--- src/rtl/div_unit_pkg.sv ---
// Shared CPU defines for the multi-cycle divider: state encodings, ready flags, iteration count.
package div_unit_pkg;

  localparam int unsigned DIV_ITERS = 32;

  typedef enum logic [1:0] {
    DIV_IDLE    = 2'b00,
    DIV_DIVZERO = 2'b01,
    DIV_ON      = 2'b10,
    DIV_END     = 2'b11
  } div_state_t;

  localparam logic DIV_RESULT_READY     = 1'b1;
  localparam logic DIV_RESULT_NOT_READY = 1'b0;

endpackage

--- src/rtl/div_step.sv ---
// One radix-2 restoring iteration: trial-subtract the divisor from {partial_rem, next dividend bit}.
module div_step
  import div_unit_pkg::*;
#(
  parameter int unsigned WIDTH = DIV_ITERS
) (
  input  logic [WIDTH-1:0] partial_rem,
  input  logic [WIDTH-1:0] dividend_shift,
  input  logic [WIDTH-1:0] divisor,
  output logic [WIDTH-1:0] partial_rem_next,
  output logic [WIDTH-1:0] dividend_shift_next,
  output logic             quot_bit
);

  logic [WIDTH:0]   shifted;
  logic [WIDTH+1:0] diff;
  logic             unused_bits;

  // The extra top bit of diff is the borrow; partial_rem < divisor keeps results within WIDTH bits.
  always_comb begin
    shifted             = {partial_rem, dividend_shift[WIDTH-1]};
    diff                = {1'b0, shifted} - {2'b00, divisor};
    quot_bit            = ~diff[WIDTH+1];
    partial_rem_next    = quot_bit ? diff[WIDTH-1:0] : shifted[WIDTH-1:0];
    dividend_shift_next = {dividend_shift[WIDTH-2:0], 1'b0};
  end

  assign unused_bits = ^{diff[WIDTH], shifted[WIDTH]};

endmodule

--- src/rtl/div_unit.sv ---
// MIPS DIV/DIVU unit: FSM, operand/sign registers and sign fix around the div_step iteration.
module div_unit
  import div_unit_pkg::*;
#(
  parameter int unsigned WIDTH = DIV_ITERS
) (
  input  logic               clk,
  input  logic               rst,
  input  logic               signed_div_i,
  input  logic [WIDTH-1:0]   opdata1_i,
  input  logic [WIDTH-1:0]   opdata2_i,
  input  logic               start_i,
  input  logic               annul_i,
  output logic [2*WIDTH-1:0] result_o,
  output logic               ready_o,
  output logic               stall_div
);

  localparam int unsigned CNT_W = $clog2(WIDTH + 1);

  div_state_t         state, state_next;
  logic [CNT_W-1:0]   cnt, cnt_next;
  logic [WIDTH-1:0]   rem_q, rem_next;
  logic [WIDTH-1:0]   dvd_q, dvd_next;
  logic [WIDTH-1:0]   dvs_q, dvs_next;
  logic [WIDTH-1:0]   quot_q, quot_next;
  logic               neg_a_q, neg_a_next;
  logic               neg_b_q, neg_b_next;
  logic               sgn_q, sgn_next;
  logic               ready_next;
  logic [2*WIDTH-1:0] result_next;

  logic [WIDTH-1:0]   step_rem, step_dvd;
  logic               step_bit;
  logic [WIDTH-1:0]   quot_raw, quot_fix, rem_fix;

  div_step #(.WIDTH(WIDTH)) u_step (
    .partial_rem         (rem_q),
    .dividend_shift      (dvd_q),
    .divisor             (dvs_q),
    .partial_rem_next    (step_rem),
    .dividend_shift_next (step_dvd),
    .quot_bit            (step_bit)
  );

  // Sign fix on the final iteration: quotient negative when signs differ, remainder follows dividend.
  always_comb begin
    quot_raw = {quot_q[WIDTH-2:0], step_bit};
    quot_fix = (sgn_q && (neg_a_q ^ neg_b_q)) ? -quot_raw : quot_raw;
    rem_fix  = (sgn_q && neg_a_q) ? -step_rem : step_rem;
  end

  always_ff @(posedge clk or posedge rst) begin
    if (rst) begin
      state    <= DIV_IDLE;
      cnt      <= '0;
      rem_q    <= '0;
      dvd_q    <= '0;
      dvs_q    <= '0;
      quot_q   <= '0;
      neg_a_q  <= 1'b0;
      neg_b_q  <= 1'b0;
      sgn_q    <= 1'b0;
      ready_o  <= DIV_RESULT_NOT_READY;
      result_o <= '0;
    end else begin
      state    <= state_next;
      cnt      <= cnt_next;
      rem_q    <= rem_next;
      dvd_q    <= dvd_next;
      dvs_q    <= dvs_next;
      quot_q   <= quot_next;
      neg_a_q  <= neg_a_next;
      neg_b_q  <= neg_b_next;
      sgn_q    <= sgn_next;
      ready_o  <= ready_next;
      result_o <= result_next;
    end
  end

  // Next-state, datapath updates and the stall request; annul wins in every state.
  always_comb begin
    state_next  = state;
    cnt_next    = cnt;
    rem_next    = rem_q;
    dvd_next    = dvd_q;
    dvs_next    = dvs_q;
    quot_next   = quot_q;
    neg_a_next  = neg_a_q;
    neg_b_next  = neg_b_q;
    sgn_next    = sgn_q;
    ready_next  = DIV_RESULT_NOT_READY;
    result_next = '0;
    stall_div   = 1'b0;

    case (state)
      DIV_IDLE: begin
        if (start_i && !annul_i) begin
          stall_div  = 1'b1;
          neg_a_next = signed_div_i & opdata1_i[WIDTH-1];
          neg_b_next = signed_div_i & opdata2_i[WIDTH-1];
          sgn_next   = signed_div_i;
          dvd_next   = (signed_div_i && opdata1_i[WIDTH-1]) ? -opdata1_i : opdata1_i;
          dvs_next   = (signed_div_i && opdata2_i[WIDTH-1]) ? -opdata2_i : opdata2_i;
          rem_next   = '0;
          quot_next  = '0;
          cnt_next   = '0;
          state_next = (opdata2_i == '0) ? DIV_DIVZERO : DIV_ON;
        end
      end

      DIV_DIVZERO: begin
        stall_div = 1'b1;
        if (annul_i) begin
          state_next = DIV_IDLE;
        end else begin
          state_next = DIV_END;
          ready_next = DIV_RESULT_READY;
        end
      end

      DIV_ON: begin
        stall_div = 1'b1;
        if (annul_i) begin
          state_next = DIV_IDLE;
        end else begin
          rem_next  = step_rem;
          dvd_next  = step_dvd;
          quot_next = quot_raw;
          cnt_next  = cnt + CNT_W'(1);
          if (cnt == CNT_W'(WIDTH - 1)) begin
            state_next  = DIV_END;
            ready_next  = DIV_RESULT_READY;
            result_next = {rem_fix, quot_fix};
          end
        end
      end

      DIV_END: begin
        if (annul_i || !start_i) begin
          state_next = DIV_IDLE;
        end else begin
          ready_next  = DIV_RESULT_READY;
          result_next = result_o;
        end
      end

      default: state_next = DIV_IDLE;
    endcase
  end

endmodule

--- config.mk ---
export PLATFORM = sky130hd
export DESIGN_NAME = div_unit
export DESIGN_NICKNAME = d
export VERILOG_FILES = /design/src/rtl/div_unit_pkg.sv /design/src/rtl/div_step.sv /design/src/rtl/div_unit.sv
export SDC_FILE = /design/constraint.sdc
export NUM_CORES = 1
export LEC_CHECK = 0
export BUFFER_PORTS_ARGS = -buffer_cell sky130_fd_sc_hd__buf_4
export CAP_MARGIN = 20
export CORE_MARGIN = 1
export CORE_UTILIZATION = 55
export CTS_CLUSTER_DIAMETER = 30
export DETAILED_ROUTE_END_ITERATION = 12
export PLACE_DENSITY = 0.73
export SYNTH_ARGS = -nofsm -noshare
export SYNTH_HDL_FRONTEND = slang
export SYNTH_SLANG_ARGS = --single-unit
export TNS_END_PERCENT = 100
--- constraint.sdc ---
create_clock -name clk -period 14.1 [get_ports clk]
set_input_delay 1.41 -clock clk [delete_from_list [all_inputs] [get_ports clk]]
set_output_delay 1.41 -clock clk [all_outputs]
set_load 0.01 [all_outputs]
Word-level counts from Yosys, hierarchy flattened
Cells that the tools add are included.

storage, ports and cells
  flip-flop bits (word level) = 203
  input bits = 69
  word-level logic and storage cells = 78

cells by class
  add/subtract/negate cells = 6
  equality and inequality tests = 8
  mux-type cells = 34
  bitwise logic cells = 4
  reduce and logical (&&, ||, !) cells = 15

operator list
  operator                                        count
  two-way mux 32 bit                              9
  two-way mux 64 bit                              3
  negation 32 bit                                 4
  one-hot mux 32 bit (2 select lines)             2
  one-hot mux 64 bit (2 select lines)             1
  one-hot mux 31 bit (2 select lines)             1
  subtractor 33 x 32 -> 34 bit                    1
  logical NOT 32 bit                              1
  two-way mux 31 bit                              1
  two-way mux 2 bit                               6
  two-way mux 6 bit                               2
  one-hot mux 6 bit (2 select lines)              1
  one-hot mux 2 bit (4 select lines)              1
  adder 6 x 1 -> 6 bit (second input constant)    1
  == test 6 x 5 -> 1 bit (second input constant)  1
  != test 2 bit (second input constant)           3
  AND reduction 3 bit                             2
  logical AND 1 bit                               5
  two-way mux 1 bit                               5
  == test 2 bit (second input constant)           2
  != test 3 bit (second input constant)           1
  one-hot mux 1 bit (3 select lines)              1
  AND 1 bit                                       2
  == test 2 x 1 -> 1 bit (second input constant)  1
  9 further kinds                                 10

Longest topological paths before layout
  word-level depth = 7
  depth in mapped cells = 22

Modules after synthesis
A second synthesis with hierarchy kept.

unflattened totals
  cell total of the unflattened synthesis = 1557
  area total of the unflattened synthesis = 13416.6 um^2

by module, submodules not included
  module    times used  cells an instance  area each (um^2)  seq. area each (um^2)
  div_unit  1           1152               10799.1           5079.9
  div_step  1           405                2617.5            0.0

Worst setup path after synthesis
OpenSTA, ideal clock, no wires.

  kind = register -> register
  start = register rem_q[9]
  end = register result_o[56]
  library setup time = 95 ps
  arrival time = 4440 ps
  path slack = 9564 ps
  cell stages (with the launch flop) = 19
  path buffers = 3
  cells stage by stage = dfrtp_1 > ha_1 > and4_4 > and2_1 > a22o_1 > o311ai_4 > nand2_4 > clkbuf_8 > buf_2 > buf_1 > o21ai_0 > ha_1 > nand4_1 > or4_1 > and3_1 > o31ai_2 > o21ai_0 > xnor2_1 > o31ai_1

on the way
  longest elaborated chain between the ends = 7

RTL lines
  element                                line             source
  from (decl)                            div_unit.sv:23   logic [WIDTH-1:0] rem_q, rem_next;
  from (signal assigned)                 div_unit.sv:69   rem_q <= rem_next;
  subtractor 33 x 32 -> 34 bit           div_step.sv:22   diff = {1'b0, shifted} - {2'b00, divisor};
  two-way mux 32 bit *                   div_step.sv:24   partial_rem_next = quot_bit ? diff[WIDTH-1:0] : shifted[WIDTH-1:0];
  negation 32 bit                        div_unit.sv:50   rem_fix = (sgn_q && neg_a_q) ? -step_rem : step_rem;
  two-way mux 32 bit *                   div_unit.sv:50
  two-way mux 64 bit *                   div_unit.sv:131  if (cnt == CNT_W'(WIDTH - 1)) begin
  two-way mux 64 bit *                   div_unit.sv:124  if (annul_i) begin
  one-hot mux 64 bit (2 select lines) *  div_unit.sv:96   case (state)
  to (signal assigned)                   div_unit.sv:77   result_o <= result_next;
  to (decl)                              div_unit.sv:14   output logic [2*WIDTH-1:0] result_o,

Mark *: on every way between the ends. The rest lies on a longest branch, timed or not.
A chain may end at the register's enable or synchronous reset.

Worst setup path in the final report
  start = register rem_q[17]
  end = register result_o[56]

The elaborated chain is that of the path after synthesis.

==> results.py <==
metrics = {
    "clock_tree": {
        "cts_setup_buffers": 0,
        "cts.sinks": 203,
        "cts-root-buf": "clkbuf_16",
        "cts_buffers": 40,
        "cts_hold_buffers": 0,
        "cts_tree": "done",
        "cts.clk_slew.worst_paths_ps": 50,
        "cts-resized-gates": 0,
        "clock_latency_ps": 520,
        "cts_buffer_depth": 3,
        "cts_max_level": 2,
    },
    "grt": {
        "track_usage_pct": 30.2,
        "antenna_found_initial": 0,
        "grt_pass1_vias": 11380,
        "grt_pass1_wl_mm": 59.1,
        "grt_overflow": 0,
        "grt_max_degree": 134,
    },
    "layout": {
        "final_nets": 1806,
        "drive_gt1_share_pct": 15.2,
        "areaGrowthSynthToFinish_pct": 19.2,
        "nFillCells": 2028,
        "num_antenna_cells": 0,
    },
    "timing": {
        "min_period_ps": 5150,
        "grt_setup_unrepaired": "false",
        "clock_skew_ps": 14.9,
        "fin_crit_sh_pct": 36.5,
        "slew_violations": 0,
        "finalHoldViolCount": 0,
        "setup_ws_ps": 8950,
        "tightest_slew_ps": 1100,
        "setup_violations": 0,
        "setup_tns_ps": 0,
        "relSlewSlack_pct": 26.7,
        "timing.fmax_ghz": 0.194,
    },
    "power_and_ir_drop": {
        "p_per_area_mw_per_mm2": 253,
        "peakVddDrop_uv": 114,
        "power_leakage_nw": 6.97,
    },
    "floorplanning": {
        "io_pins": 135,
        "floorplan.initialDensity_pct": 56.3,
        "die_area_mm2": 0.0247,
        "fp-row-count": 56,
        "die_y_um": 157,
        "fp.dieW_um": 157,
        "core-area_mm2": 0.0235,
    },
    "worst_setup_path": {
        "cp_max_fo": 45,
        "crit_type": "reg2reg",
        "critical_path_arrival_ps": 5570,
        "crit_path_end_kind": "flip-flop",
        "worst_setup_path_start_kind": "flip-flop",
        "required_ps": 14520,
    },
    "drt": {
        "dr.pass1.iters": 6,
        "routed_wl_mm": 36.7,
        "drtIter0Drc": 977,
        "wire_per_inst_um": 17.9,
        "viasPerCell": 5.96,
        "drc": 0,
        "vias": 12179,
        "ant_nets": 0,
    },
    "flow_run": {
        "maxCapViolations": 0,
    },
    "placed_design": {
        "portBuffers": 134,
        "dp_hpwl_mm": 26.3,
        "dp_slack_ps": 9140,
        "place.gp.congestion": 0.908,
    },
    "yosys": {
        "yosysUniqueCellTypes": 94,
        "syn_area_per_cell_um2": 8.32,
        "synth_common_cells": "nand2_1, o21ai_0, dfrtp_1, nor2_1, a21oi_1",
        "synth_top_area_share_pct": 38.3,
        "synth_nets": 1705,
        "ys_ff_latch": 203,
        "yosysMostFrequentCell": "nand2_1",
        "synth_area_leader_cell": "dfrtp_1",
        "ys.flop_type": "dfrtp_1",
        "ys_seq_area_share_pct": 38.3,
        "yosys-top-cells-area": "dfrtp_1, o21ai_0, nand2_1",
        "syn_inst": 1593,
        "synth_area_mm2": 0.0133,
        "ys_warn_count": 0,
        "synth_edf_count": 0,
        "async_flop_share_pct": 100,
    },
    "hold_path": {
        "hold_path.class": "reg2reg",
    },
    "status": {
        "status": "finished clean",
    },
}
[area by class of cell]
type                    count  area, µm²  area share, %
multi-input cells        1251       7650           48.4
flip-flops and latches    203       5080           32.1
clock buffers              57       1180           7.45
inverters                  54        210           1.33
clock inverters            17        209           1.32
well taps                 319        399           2.52
repair buffers            144       1080           6.84
[cell usage in the layout, fill, tap and decap left out, types with 7 or more instances in the layout]
master     synthesis  layout
o21a_1             7       7
o21ai_0          224     224
or3_1             20      20
mux2i_1           20      20
o21ai_1           12      11
a22oi_1           29      29
nor2_1           106     105
o31ai_1           34      34
dfrtp_1          203     203
nand2_1          240     239
nor3_1            29      29
inv_1             53      52
nand4_1           13      13
a21oi_1           90      89
clkbuf_16          0      42
nand3_1           54      54
or4_1             13      13
nor4_1            12      12
ha_1              42      42
o41ai_1            9       9
and2_1             9       9
xor2_1            77      77
a21o_1             8       8
xnor2_1           60      60
a31oi_1           12      12
nand2b_1           9       9
clkbuf_1          71       8
buf_4              1     144
o211ai_1           7       7
clkbuf_8           1       7
[final timing paths]
check | startpoint | endpoint | slack [ps] | cells after the start
hold / removal | dvs_q[6] | dvs_q[6] | 470 | 2
setup reg to reg | rem_q[17] | result_o[56] | 8950 | 16
setup / recovery | rem_q[17] | result_o[56] | 8950 | 16
hold reg to reg | dvs_q[6] | dvs_q[6] | 470 | 2
min in group asynchronous | rst | result_o[42] | 1090 | 2
max in group asynchronous | rst | dvd_q[11] | 11520 | 3
[state kept, by name, summed over array words and instances, names as in the netlist, 2 cells and up]
| signal | count |
|---|---|
| quot_q | 31 |
| result_o | 64 |
| dvs_q | 32 |
| rem_q | 32 |
| dvd_q | 32 |
| state | 2 |
| cnt | 6 |
[cell families after synthesis]
kind of cell	Yosys count	share of synthesized area, %
and+or+nand+nor	554	19.7
AOI/OAI and AO/OA	495	22.9
DFF	203	38.3
buffers and inverters	139	4.18
xor gates and xnor gates	137	9.05
adders and majority gates	43	4.12
muxes	22	1.68
[stage by stage]
step                power, W  util (%)  cell area (µm²)  hold WS [ps]  cells
global route         0.00427      67.1            15800           491   2045
floorplan            0.00243         -            13300           450   1593
global placement     0.00296      61.3            14400           461   1971
detailed placement   0.00299      61.3            14400           470   1971
finish               0.00401      67.1            15800           474   2045
CTS                  0.00397      67.1            15800           480   2045
[critical path: stages, from the launching register on]
cell      delay (ps)
dfrtp_1          410
ha_1             420
a21oi_1          230
o21a_1           250
o221ai_1         190
a21oi_1          540
nand2_4          520
o21ai_0          470
ha_1             300
nand2_1           70
nor4_1           400
nand4b_1         130
and3_1           250
o31ai_2          300
o21ai_0          180
xnor2_1          170
o31ai_1          200
[metal layers]
metal | wire length, µm | vias up | GRT usage, %
met5 | 0 | - | 0
met4 | 606 | 0 | 7.21
met3 | 2720 | 48 | 6.03
met2 | 16500 | 430 | 47.1
met1 | 16900 | 5793 | 42.9
li1 | - | 5908 | -
[where the power goes]
group	switching, W	internal (W)	total (W)
registers	0.000123	0.000720	0.000843
logic	0.00145	0.000759	0.00221
clock network	0.000316	0.000639	0.000955
(Power assumes the default switching activity.)
